--- config.mk ---
export PLATFORM = sky130hd
export DESIGN_NAME = pipe_hazard_ctrl_flat
export DESIGN_NICKNAME = d
export VERILOG_FILES = /design/src/rtl/pipe_hazard_ctrl_if.sv /design/src/rtl/pipe_hazard_ctrl.sv /design/src/flat_wrapper.sv
export SDC_FILE = /design/constraint.sdc
export NUM_CORES = 1
export LEC_CHECK = 0
export CORE_MARGIN = 4
export CORE_UTILIZATION = 45
export DETAILED_ROUTE_END_ITERATION = 10
export HOLD_SLACK_MARGIN = 0.03
export PLACE_DENSITY = 0.88
export SLEW_MARGIN = 20
export SYNTH_ARGS = -nofsm -noshare
export SYNTH_HDL_FRONTEND = slang
export SYNTH_SLANG_ARGS = --single-unit
--- constraint.sdc ---
create_clock -name clk -period 2.1 [get_ports clk]
set_input_delay 0.21 -clock clk [delete_from_list [all_inputs] [get_ports clk]]
set_output_delay 0.21 -clock clk [all_outputs]
set_load 0.03 [all_outputs]
--- src/rtl/pipe_hazard_ctrl_if.sv ---
// ---------------------------------------------------------------------------
// pipe_hazard_ctrl_if
// Bundle of pipeline-status inputs and pipeline-register controls exchanged
// between the five-stage datapath and the hazard sequencer.
//   Status from the datapath:
//     id_rs/id_rt, id_rs_used/id_rt_used : sources read by the ID instruction
//     ex_valid, ex_memread, ex_regwrt,
//     ex_write_reg                        : EX instruction (load / writer)
//     mem_valid, mem_branchtake, mem_jump,
//     mem_halt, mem_access                : MEM instruction
//     dmem_stall, dmem_done, imem_stall   : memory handshakes
//   Controls back to the datapath:
//     *_en  : pipeline register load enables (PC, IF/ID, ID/EX, EX/MEM, MEM/WB)
//     *_nop : load a NOP instead of the upstream value
//     redirect, halted, stall_cnt, flush_cnt
// ---------------------------------------------------------------------------
interface pipe_hazard_ctrl_if;
  logic [2:0]  id_rs;
  logic [2:0]  id_rt;
  logic        id_rs_used;
  logic        id_rt_used;
  logic        ex_valid;
  logic        ex_memread;
  logic        ex_regwrt;
  logic [2:0]  ex_write_reg;
  logic        mem_valid;
  logic        mem_branchtake;
  logic        mem_jump;
  logic        mem_halt;
  logic        mem_access;
  logic        dmem_stall;
  logic        dmem_done;
  logic        imem_stall;

  logic        pc_en;
  logic        ifid_en;
  logic        idex_en;
  logic        exmem_en;
  logic        memwb_en;
  logic        ifid_nop;
  logic        idex_nop;
  logic        exmem_nop;
  logic        memwb_nop;
  logic        redirect;
  logic        halted;
  logic [15:0] stall_cnt;
  logic [15:0] flush_cnt;

  // The datapath side drives status and consumes controls
  modport master (
    output id_rs, id_rt, id_rs_used, id_rt_used,
           ex_valid, ex_memread, ex_regwrt, ex_write_reg,
           mem_valid, mem_branchtake, mem_jump, mem_halt, mem_access,
           dmem_stall, dmem_done, imem_stall,
    input  pc_en, ifid_en, idex_en, exmem_en, memwb_en,
           ifid_nop, idex_nop, exmem_nop, memwb_nop,
           redirect, halted, stall_cnt, flush_cnt
  );

  // The hazard sequencer consumes status and drives controls
  modport slave (
    input  id_rs, id_rt, id_rs_used, id_rt_used,
           ex_valid, ex_memread, ex_regwrt, ex_write_reg,
           mem_valid, mem_branchtake, mem_jump, mem_halt, mem_access,
           dmem_stall, dmem_done, imem_stall,
    output pc_en, ifid_en, idex_en, exmem_en, memwb_en,
           ifid_nop, idex_nop, exmem_nop, memwb_nop,
           redirect, halted, stall_cnt, flush_cnt
  );
endinterface

--- src/rtl/pipe_hazard_ctrl.sv ---
// ---------------------------------------------------------------------------
// pipe_hazard_ctrl
// Central stall/flush sequencer for the five-stage pipeline. Decides, every
// cycle, which pipeline registers load, which load a NOP, and whether the PC
// takes the MEM-stage redirect target. Tracks multi-cycle data-memory stalls
// and HALT with a small FSM, and keeps saturating stall/flush counters.
//   clk  : pipeline clock, rising edge
//   rst  : asynchronous active-low reset
//   bus  : pipe_hazard_ctrl_if.slave (status in, controls/counters out)
// ---------------------------------------------------------------------------
module pipe_hazard_ctrl (
  input  logic               clk,
  input  logic               rst,
  pipe_hazard_ctrl_if.slave  bus
);

  typedef enum logic [1:0] {RUN, DSTALL, HALT} state_t;

  state_t      r_state;
  state_t      w_nextState;
  logic [15:0] r_stallCnt;
  logic [15:0] r_flushCnt;

  logic w_dataStall, w_haltReq, w_redirectReq, w_loadUse;
  logic w_pcEn, w_ifidEn, w_idexEn, w_exmemEn, w_memwbEn;
  logic w_ifidNop, w_idexNop, w_exmemNop, w_memwbNop;
  logic w_redirect;

  // Raw hazard conditions seen this cycle; priority is applied further down.
  // The load-use check only fires for a real load that writes a register the
  // ID instruction actually reads.
  always_comb begin
    w_dataStall   = bus.mem_access & bus.mem_valid & bus.dmem_stall;
    w_haltReq     = bus.mem_valid & bus.mem_halt;
    w_redirectReq = bus.mem_valid & (bus.mem_branchtake | bus.mem_jump);
    w_loadUse     = bus.ex_valid & bus.ex_memread & bus.ex_regwrt &
                    ((bus.id_rs_used & (bus.id_rs == bus.ex_write_reg)) |
                     (bus.id_rt_used & (bus.id_rt == bus.ex_write_reg)));
  end

  // Pipeline control decode. Everything advances by default; the first
  // matching hazard in RUN overrides that. A data stall freezes everything
  // up to EX/MEM and pushes a bubble into MEM/WB until memory reports done.
  // Reset overrides all of it so the datapath sees NOPs everywhere.
  always_comb begin
    w_pcEn      = 1'b1;
    w_ifidEn    = 1'b1;
    w_idexEn    = 1'b1;
    w_exmemEn   = 1'b1;
    w_memwbEn   = 1'b1;
    w_ifidNop   = 1'b0;
    w_idexNop   = 1'b0;
    w_exmemNop  = 1'b0;
    w_memwbNop  = 1'b0;
    w_redirect  = 1'b0;
    w_nextState = r_state;
    case (r_state)
      RUN: begin
        if (w_dataStall) begin
          w_pcEn      = 1'b0;
          w_ifidEn    = 1'b0;
          w_idexEn    = 1'b0;
          w_exmemEn   = 1'b0;
          w_memwbNop  = 1'b1;
          w_nextState = DSTALL;
        end else if (w_haltReq) begin
          w_pcEn      = 1'b0;
          w_ifidNop   = 1'b1;
          w_idexNop   = 1'b1;
          w_exmemNop  = 1'b1;
          w_nextState = HALT;
        end else if (w_redirectReq) begin
          w_redirect  = 1'b1;
          w_ifidNop   = 1'b1;
          w_idexNop   = 1'b1;
          w_exmemNop  = 1'b1;
        end else if (w_loadUse) begin
          w_pcEn      = 1'b0;
          w_ifidEn    = 1'b0;
          w_idexNop   = 1'b1;
        end else if (bus.imem_stall) begin
          w_pcEn      = 1'b0;
          w_ifidNop   = 1'b1;
        end
      end
      DSTALL: begin
        if (!bus.dmem_done) begin
          w_pcEn      = 1'b0;
          w_ifidEn    = 1'b0;
          w_idexEn    = 1'b0;
          w_exmemEn   = 1'b0;
          w_memwbNop  = 1'b1;
        end else begin
          w_nextState = RUN;
        end
      end
      HALT: begin
        w_pcEn    = 1'b0;
        w_ifidEn  = 1'b0;
        w_idexEn  = 1'b0;
        w_exmemEn = 1'b0;
        w_memwbEn = 1'b0;
      end
      default: w_nextState = RUN;
    endcase
    if (!rst) begin
      w_pcEn      = 1'b0;
      w_ifidEn    = 1'b0;
      w_idexEn    = 1'b0;
      w_exmemEn   = 1'b0;
      w_memwbEn   = 1'b0;
      w_ifidNop   = 1'b1;
      w_idexNop   = 1'b1;
      w_exmemNop  = 1'b1;
      w_memwbNop  = 1'b1;
      w_redirect  = 1'b0;
      w_nextState = RUN;
    end
  end

  // State and performance counters. A stall cycle is any non-HALT cycle that
  // holds the PC; a flush is any redirect cycle. Both stop at all-ones.
  always_ff @(posedge clk or negedge rst) begin
    if (!rst) begin
      r_state    <= RUN;
      r_stallCnt <= 16'd0;
      r_flushCnt <= 16'd0;
    end else begin
      r_state <= w_nextState;
      if ((r_state != HALT) && !w_pcEn && (r_stallCnt != 16'hFFFF))
        r_stallCnt <= r_stallCnt + 16'd1;
      if (w_redirect && (r_flushCnt != 16'hFFFF))
        r_flushCnt <= r_flushCnt + 16'd1;
    end
  end

  assign bus.pc_en     = w_pcEn;
  assign bus.ifid_en   = w_ifidEn;
  assign bus.idex_en   = w_idexEn;
  assign bus.exmem_en  = w_exmemEn;
  assign bus.memwb_en  = w_memwbEn;
  assign bus.ifid_nop  = w_ifidNop;
  assign bus.idex_nop  = w_idexNop;
  assign bus.exmem_nop = w_exmemNop;
  assign bus.memwb_nop = w_memwbNop;
  assign bus.redirect  = w_redirect;
  assign bus.halted    = (r_state == HALT);
  assign bus.stall_cnt = r_stallCnt;
  assign bus.flush_cnt = r_flushCnt;

endmodule

--- src/flat_wrapper.sv ---
// flat-port wrapper written by rule: the top's interface ports become plain ports
module pipe_hazard_ctrl_flat 
  (clk, rst, bus_id_rs, bus_id_rt, bus_id_rs_used, bus_id_rt_used, bus_ex_valid, bus_ex_memread, bus_ex_regwrt, bus_ex_write_reg, bus_mem_valid, bus_mem_branchtake, bus_mem_jump, bus_mem_halt, bus_mem_access, bus_dmem_stall, bus_dmem_done, bus_imem_stall, bus_pc_en, bus_ifid_en, bus_idex_en, bus_exmem_en, bus_memwb_en, bus_ifid_nop, bus_idex_nop, bus_exmem_nop, bus_memwb_nop, bus_redirect, bus_halted, bus_stall_cnt, bus_flush_cnt);
  pipe_hazard_ctrl_if bus_i ();
  input  logic clk;
  input  logic rst;
  input wire logic [$bits(bus_i.id_rs)-1:0] bus_id_rs;
  input wire logic [$bits(bus_i.id_rt)-1:0] bus_id_rt;
  input wire logic [$bits(bus_i.id_rs_used)-1:0] bus_id_rs_used;
  input wire logic [$bits(bus_i.id_rt_used)-1:0] bus_id_rt_used;
  input wire logic [$bits(bus_i.ex_valid)-1:0] bus_ex_valid;
  input wire logic [$bits(bus_i.ex_memread)-1:0] bus_ex_memread;
  input wire logic [$bits(bus_i.ex_regwrt)-1:0] bus_ex_regwrt;
  input wire logic [$bits(bus_i.ex_write_reg)-1:0] bus_ex_write_reg;
  input wire logic [$bits(bus_i.mem_valid)-1:0] bus_mem_valid;
  input wire logic [$bits(bus_i.mem_branchtake)-1:0] bus_mem_branchtake;
  input wire logic [$bits(bus_i.mem_jump)-1:0] bus_mem_jump;
  input wire logic [$bits(bus_i.mem_halt)-1:0] bus_mem_halt;
  input wire logic [$bits(bus_i.mem_access)-1:0] bus_mem_access;
  input wire logic [$bits(bus_i.dmem_stall)-1:0] bus_dmem_stall;
  input wire logic [$bits(bus_i.dmem_done)-1:0] bus_dmem_done;
  input wire logic [$bits(bus_i.imem_stall)-1:0] bus_imem_stall;
  output wire logic [$bits(bus_i.pc_en)-1:0] bus_pc_en;
  output wire logic [$bits(bus_i.ifid_en)-1:0] bus_ifid_en;
  output wire logic [$bits(bus_i.idex_en)-1:0] bus_idex_en;
  output wire logic [$bits(bus_i.exmem_en)-1:0] bus_exmem_en;
  output wire logic [$bits(bus_i.memwb_en)-1:0] bus_memwb_en;
  output wire logic [$bits(bus_i.ifid_nop)-1:0] bus_ifid_nop;
  output wire logic [$bits(bus_i.idex_nop)-1:0] bus_idex_nop;
  output wire logic [$bits(bus_i.exmem_nop)-1:0] bus_exmem_nop;
  output wire logic [$bits(bus_i.memwb_nop)-1:0] bus_memwb_nop;
  output wire logic [$bits(bus_i.redirect)-1:0] bus_redirect;
  output wire logic [$bits(bus_i.halted)-1:0] bus_halted;
  output wire logic [$bits(bus_i.stall_cnt)-1:0] bus_stall_cnt;
  output wire logic [$bits(bus_i.flush_cnt)-1:0] bus_flush_cnt;
  assign bus_i.id_rs = bus_id_rs;
  assign bus_i.id_rt = bus_id_rt;
  assign bus_i.id_rs_used = bus_id_rs_used;
  assign bus_i.id_rt_used = bus_id_rt_used;
  assign bus_i.ex_valid = bus_ex_valid;
  assign bus_i.ex_memread = bus_ex_memread;
  assign bus_i.ex_regwrt = bus_ex_regwrt;
  assign bus_i.ex_write_reg = bus_ex_write_reg;
  assign bus_i.mem_valid = bus_mem_valid;
  assign bus_i.mem_branchtake = bus_mem_branchtake;
  assign bus_i.mem_jump = bus_mem_jump;
  assign bus_i.mem_halt = bus_mem_halt;
  assign bus_i.mem_access = bus_mem_access;
  assign bus_i.dmem_stall = bus_dmem_stall;
  assign bus_i.dmem_done = bus_dmem_done;
  assign bus_i.imem_stall = bus_imem_stall;
  assign bus_pc_en = bus_i.pc_en;
  assign bus_ifid_en = bus_i.ifid_en;
  assign bus_idex_en = bus_i.idex_en;
  assign bus_exmem_en = bus_i.exmem_en;
  assign bus_memwb_en = bus_i.memwb_en;
  assign bus_ifid_nop = bus_i.ifid_nop;
  assign bus_idex_nop = bus_i.idex_nop;
  assign bus_exmem_nop = bus_i.exmem_nop;
  assign bus_memwb_nop = bus_i.memwb_nop;
  assign bus_redirect = bus_i.redirect;
  assign bus_halted = bus_i.halted;
  assign bus_stall_cnt = bus_i.stall_cnt;
  assign bus_flush_cnt = bus_i.flush_cnt;
  pipe_hazard_ctrl u_core (.clk(clk), .rst(rst), .bus(bus_i));
endmodule
; Word-level counts from Yosys, hierarchy flattened
; Cells that the tools add are included.
[classes]
eq_ne = 10
n_addsub = 2
n_reduce_logical = 6
bitwise_logic = 11
n_mux = 50
[ops]
columns = op, count
row1 = $mux 1, 41
row2 = $add 16x1->16 const B, 2
row3 = $ne 16x16->1 const B, 2
row4 = $and 1x1->1, 9
row5 = $pmux 1 s3, 3
row6 = $mux 2, 4
row7 = $eq 3x3->1, 2
row8 = $pmux 2 s3, 1
row9 = $ne 2x2->1 const B, 2
row10 = $ne 4x2->1 const B, 1
row11 = $logic_and 1x1->1, 3
row12 = $ne 3x3->1 const B, 1
row13 = $reduce_and 3->1, 1
row14 = $eq 2x1->1 const B, 1
row15 = $eq 2x2->1 const B, 1
row16 = $logic_not 2->1, 1
row17 = $or 1x1->1, 2
row18 = $pmux 1 s2, 1
row19 = $logic_not 1->1, 1
[word_totals]
input_bits = 24
elab_cells = 82
output_inout_bits = 43
register_bits = 34

; Longest topological paths before layout
[logic_depth]
depth_word = 13
mapped_depth = 8
depth_no_buf = 7

; Least setup slack after synthesis
; Ideal clock, no wire load.
[synth_path]
path_kind = register to register
from = register u_core.r_flushCnt[3], in the netlist u_core.bus.flush_cnt[3]
to = register u_core.r_flushCnt[12], in the netlist u_core.bus.flush_cnt[12]
stages_incl_launch_ff = 7
required_time_ns = 1.966
setup_ns = 0.134
path_buffers = 1
t_arrival_ns = 1.807
setup_slack_ns = 0.159
synth_period_minus_slack_ns = 1.941
path_cell_list = dfrtp_1 and4_1 and4_1 buf_2 a311oi_2 nand4_1 xnor2_1
[synth_via]
elab_chain_cells = 2
elab_cells_between_ends = 3
classes_between = add/sub (1) / eq/ne (1) / reduce/logical (1)
[synth_rtl]
columns = item, line_no
row1 = "start, declared", pipe_hazard_ctrl.sv:22  ; logic [15:0] r_flushCnt;
row2 = "start signal, assigned", pipe_hazard_ctrl.sv:133  ; r_flushCnt <= r_flushCnt + 16'd1;
row3 = branches (longest 2 deep; another with $add 16x1->16), --
; Several ways; the timed one is not identified.
; A chain may end at the register's enable or synchronous reset.

; Worst setup path in the final report
[layout_path]
from = input port bus_id_rs[1]
to = register u_core.r_stallCnt[14], in the netlist u_core.bus.stall_cnt[14]
[layout_via]
elab_chain_cells = 13
[layout_rtl]
columns = item, line_no
row1 = "start, declared", flat_wrapper.sv:7  ; input wire logic [$bits(bus_i.id_rs)-1:0] bus_id_rs;
row2 = $eq 3x3->1, pipe_hazard_ctrl.sv:37  ; ((bus.id_rs_used & (bus.id_rs == bus.ex_write_reg)) |
row3 = $and 1x1->1, pipe_hazard_ctrl.sv:37
row4 = $or 1x1->1, pipe_hazard_ctrl.sv:37
row5 = $and 1x1->1, pipe_hazard_ctrl.sv:36  ; w_loadUse = bus.ex_valid & bus.ex_memread & bus.ex_regwrt &
row6 = $mux 1, pipe_hazard_ctrl.sv:77  ; end else if (w_loadUse) begin
row7 = $mux 1, pipe_hazard_ctrl.sv:72  ; end else if (w_redirectReq) begin
row8 = $mux 1, pipe_hazard_ctrl.sv:66  ; end else if (w_haltReq) begin
row9 = $mux 1, pipe_hazard_ctrl.sv:59  ; if (w_dataStall) begin
row10 = $pmux 1 s3, pipe_hazard_ctrl.sv:57  ; case (r_state)
row11 = $mux 1, pipe_hazard_ctrl.sv:106  ; if (!rst) begin
row12 = $logic_not 1->1, pipe_hazard_ctrl.sv:130  ; if ((r_state != HALT) && !w_pcEn && (r_stallCnt != 16'hFFFF))
row13 = $logic_and 1x1->1 (2 in series), pipe_hazard_ctrl.sv:130
row14 = "end signal, assigned", pipe_hazard_ctrl.sv:131  ; r_stallCnt <= r_stallCnt + 16'd1;
row15 = "end, declared", pipe_hazard_ctrl.sv:21  ; logic [15:0] r_stallCnt;
; Every way passes these cells.

==> impl_metrics.csv <==
group,metric,value,unit
power,power.switching,0.9107,mW
clock_network,cts_root_buf,"clkbuf_8",
power,power.internal,1.447,mW
placement,dpl_cell_area,2704,µm²
clock_network,cts_buffers,5,
timing,fmax,0.4946,GHz
routing,drc_errors,0,
synthesis,syn-num-nets,207,
layout,stdcell_count,320,
floorplanning,row_count,23,
floorplanning,fp.dieH,72.97,µm
synthesis,synth_edf_count,0,
synthesis,async_reset_ff_frac,1.000,
worst_setup_path,path_class,"in2reg",
power,p_clk_frac,0.190,
grt,antenna_found_initial,0,
worst_setup_path,crit_required,2260,ps
timing,period_needed,2022,ps
timing,setup_viol,0,
synthesis,ys_ff_latch,34,
placement,dp_hpwl,3.776,mm
worst_setup_path,cp-start-kind,"input port",
worst_setup_path,critPathArrivalTime,2190,ps
clock_network,cts_sinks,34,
power,power_density,834.4,nW/µm²
layout,n_fill_cell,315,
routing,vias,1735,
timing,post-route-period-util,0.9627,
clock_network,cts_tree,"built",
synthesis,syn_area_per_cell,10.49,µm²
layout,fin_area,2825,µm²
layout,syn_to_final_growth,48.75,%
layout,fin_nets,296,
min_path,hp-class,"in2async",
layout,drive_gt1_frac,0.1852,
job,drv_cap,0,
timing,worstMarginPinSlew,485.7,ps
synthesis,synth_cells,181,
placement,place_congestion,0.8014,
timing,grt_setup_unrepaired,"no",
clock_network,cts_max_level,2,
power,leakage,1.261,nW
routing,drtAntennaViolNets,0,
power,p_total,2.357,mW
placement,numPortBuffers,66,
worst_setup_path,endpoint_kind,"flop",
grt,gr-usage-all-layers,0.1953,
routing,drtIter0Drc,105,
floorplanning,dieArea,5324,µm²
grt,grt_pass1_vias,1792,
clock_network,worst_skew_pair.late_latency,280,ps
clock_network,clockBufferDepth,2,
synthesis,yosys_warnings,0,
floorplanning,die_width,72.97,µm
power,p_comb_frac,0.409,
synthesis,synthTopCellsByArea,"dfrtp_1 45%, xnor2_1 9.2%, xor2_1 6.5%, nand2_1 4.3%, nor4_1 3.6%",
synthesis,synth_cell_types,42,
grt,overflow,0,
routing,dr.pass1.iters,4,
worst_setup_path,critPathMaxFanout,5,
status,run_status,"completed",
timing,slew_violations,0,
synthesis,yosysTopAreaCell,"dfrtp_1",
timing,hold_viol_final,0,
placement,post-place-cells,311,
grt,grt_pass1_wl,8.142,mm
grt,grt_max_degree,27,
clock_network,clk_pin_slew,70,ps
power,p_sw_frac,0.3864,
floorplanning,core,4029,µm²
timing,finalClockSkew,6.973,ps
timing,slew_headroom,0.6751,
synthesis,netlist_area,1899,µm²
floorplanning,io_pins,67,
layout,diodes,0,
floorplanning,start_util,0.4714,
routing,drt-total-wl,4.958,mm
routing,via_per_inst,5.422,
power,p_seq_frac,0.401,
power,ir_drop,0.6727,mV
synthesis,yosysSeqAreaShare,0.4480,
synthesis,netlist.area_leader.share,0.4480,
synthesis,ys.flop_type,"dfrtp_1",
routing,wl_per_cell,15.49,µm
kinds of logic (layout without fill, tap and decap cells):
| family | after synthesis | count (layout) | share of synthesized area |
|---|---|---|---|
| simple gates | 85 | 85 | 0.2582 |
| xor+xnor | 34 | 34 | 0.1568 |
| fa+ha+maj | 2 | 2 | 0.01317 |
| flops | 34 | 34 | 0.4480 |
| mux | 4 | 4 | 0.02371 |
| buf+inv | 7 | 96 | 0.02108 |
| compound gates | 15 | 15 | 0.07906 |
per-stage QoR:
step / setup slack (ps) / hold slack (ps) / util / setup TNS, ps
2_1_floorplan: 159.2 / -85.59 / - / 0
3_3_place_gp: -83.32 / 200.9 / 0.6711 / -452.4
3_5_place_dp: -179.0 / 205.8 / 0.6711 / -1509
4_1_cts: 11.17 / 114.9 / 0.6941 / 0
5_1_grt: 6.551 / 135.6 / 0.7012 / 0
6_report: 78.34 / 110.6 / 0.7012 / 0
power by group through the flow:
stage / registers (mW) / logic, mW / clock network (mW)
floorplan: 1.17 / 0.306 / 0
global placement: 0.953 / 0.952 / 0
detailed placement: 0.954 / 0.970 / 0
global route: 0.971 / 1.03 / 0.484
finish: 0.945 / 0.965 / 0.447
CTS: 0.945 / 0.975 / 0.457
critical path, stage by stage:
cell and delay, ps:
clkdlybuf4s50_1 480, xnor2_1 120, nand4_1 130, a21oi_2 200, buf_4 150, a2111oi_4 50
buf_4 160, nor4_1 320, mux2_2 370
final timing paths:
kind                                                  to                startpoint  cells after the start  slack (ps)
min in group clk                u_core.bus.flush_cnt[13]  u_core.bus.flush_cnt[13]                      1         500
worst max-delay path            u_core.bus.stall_cnt[14]              bus_id_rs[1]                      9          80
worst min-delay path            u_core.bus.flush_cnt[10]                       rst                      3         110
worst max register to register   u_core.bus.stall_cnt[1]         u_core.r_state[1]                      6         170
worst min register to register  u_core.bus.flush_cnt[13]  u_core.bus.flush_cnt[13]                      1         500
max in group asynchronous       u_core.bus.stall_cnt[10]                       rst                      3        1160
layout by cell type (no fill, tap or decap), types with 2 or more instances in the layout:
| master | n |
|---|---|
| buf_4 | 27 |
| and3_1 | 4 |
| clkdlybuf4s50_1 | 51 |
| a31oi_1 | 2 |
| clkbuf_1 | 2 |
| nand3_1 | 12 |
| nor3_1 | 3 |
| dlymetal6s2s_1 | 5 |
| mux2_2 | 3 |
| nor4_1 | 10 |
| xnor2_1 | 19 |
| ha_1 | 2 |
| o21ai_0 | 4 |
| inv_1 | 3 |
| xor2_1 | 14 |
| clkbuf_8 | 5 |
| nor3b_1 | 2 |
| dfrtp_1 | 34 |
| nor2_1 | 5 |
| and4_1 | 3 |
| nand2_1 | 22 |
| nor2b_1 | 3 |
| nand4_1 | 8 |
cells in the mapped netlist (2+ instances only):
cell and instances:
xnor2_1 20, ha_1 2, nor3b_1 2, and3_1 4, xor2_1 14, nand3_1 12
o21ai_0 4, nor3_1 3, nor2b_1 4, dfrtp_1 34, nand2_1 22, buf_2 2
inv_1 3, mux2_2 3, nor2_1 5, a31oi_1 2, nor4_1 11, nand4_1 8
and4_1 3
final cells by class:
type / count / area (µm²) / area share
Clock buffer: 7 / 76.32 / 0.02702
Inverter: 3 / 11.26 / 0.003986
Multi-Input combinational cell: 140 / 1025 / 0.3627
Sequential cell: 34 / 850.8 / 0.3012
Tap cell: 50 / 62.56 / 0.02214
Timing Repair Buffer: 86 / 799.5 / 0.2830
sequential cells by signal, summed over array words and instances (netlist names):
name / flops
u_core.bus.flush_cnt: 16
u_core.bus.stall_cnt: 16
u_core.r_state: 2
routing by layer:
| layer | GRT usage | wire length [µm] | vias to the layer above |
|---|---|---|---|
| met5 | 0 | 0 | - |
| met1 | 0.2439 | 2051 | 853 |
| met3 | 0.03444 | 207 | 7 |
| li1 | - | - | 826 |
| met4 | 0.05328 | 50 | 0 |
| met2 | 0.3457 | 2649 | 49 |
timing repair:
action | in CTS | in global routing
endpoints found under the hold margin | 11 | 0
buffers inserted | 1 | 0
hold buffers | 1 | 0
pin swaps | 1 | 3
gates cloned | 0 | 0
resized for setup | 1 | 8
endpoints found under the setup margin | 2 | 16
(Power assumes the default switching activity.)
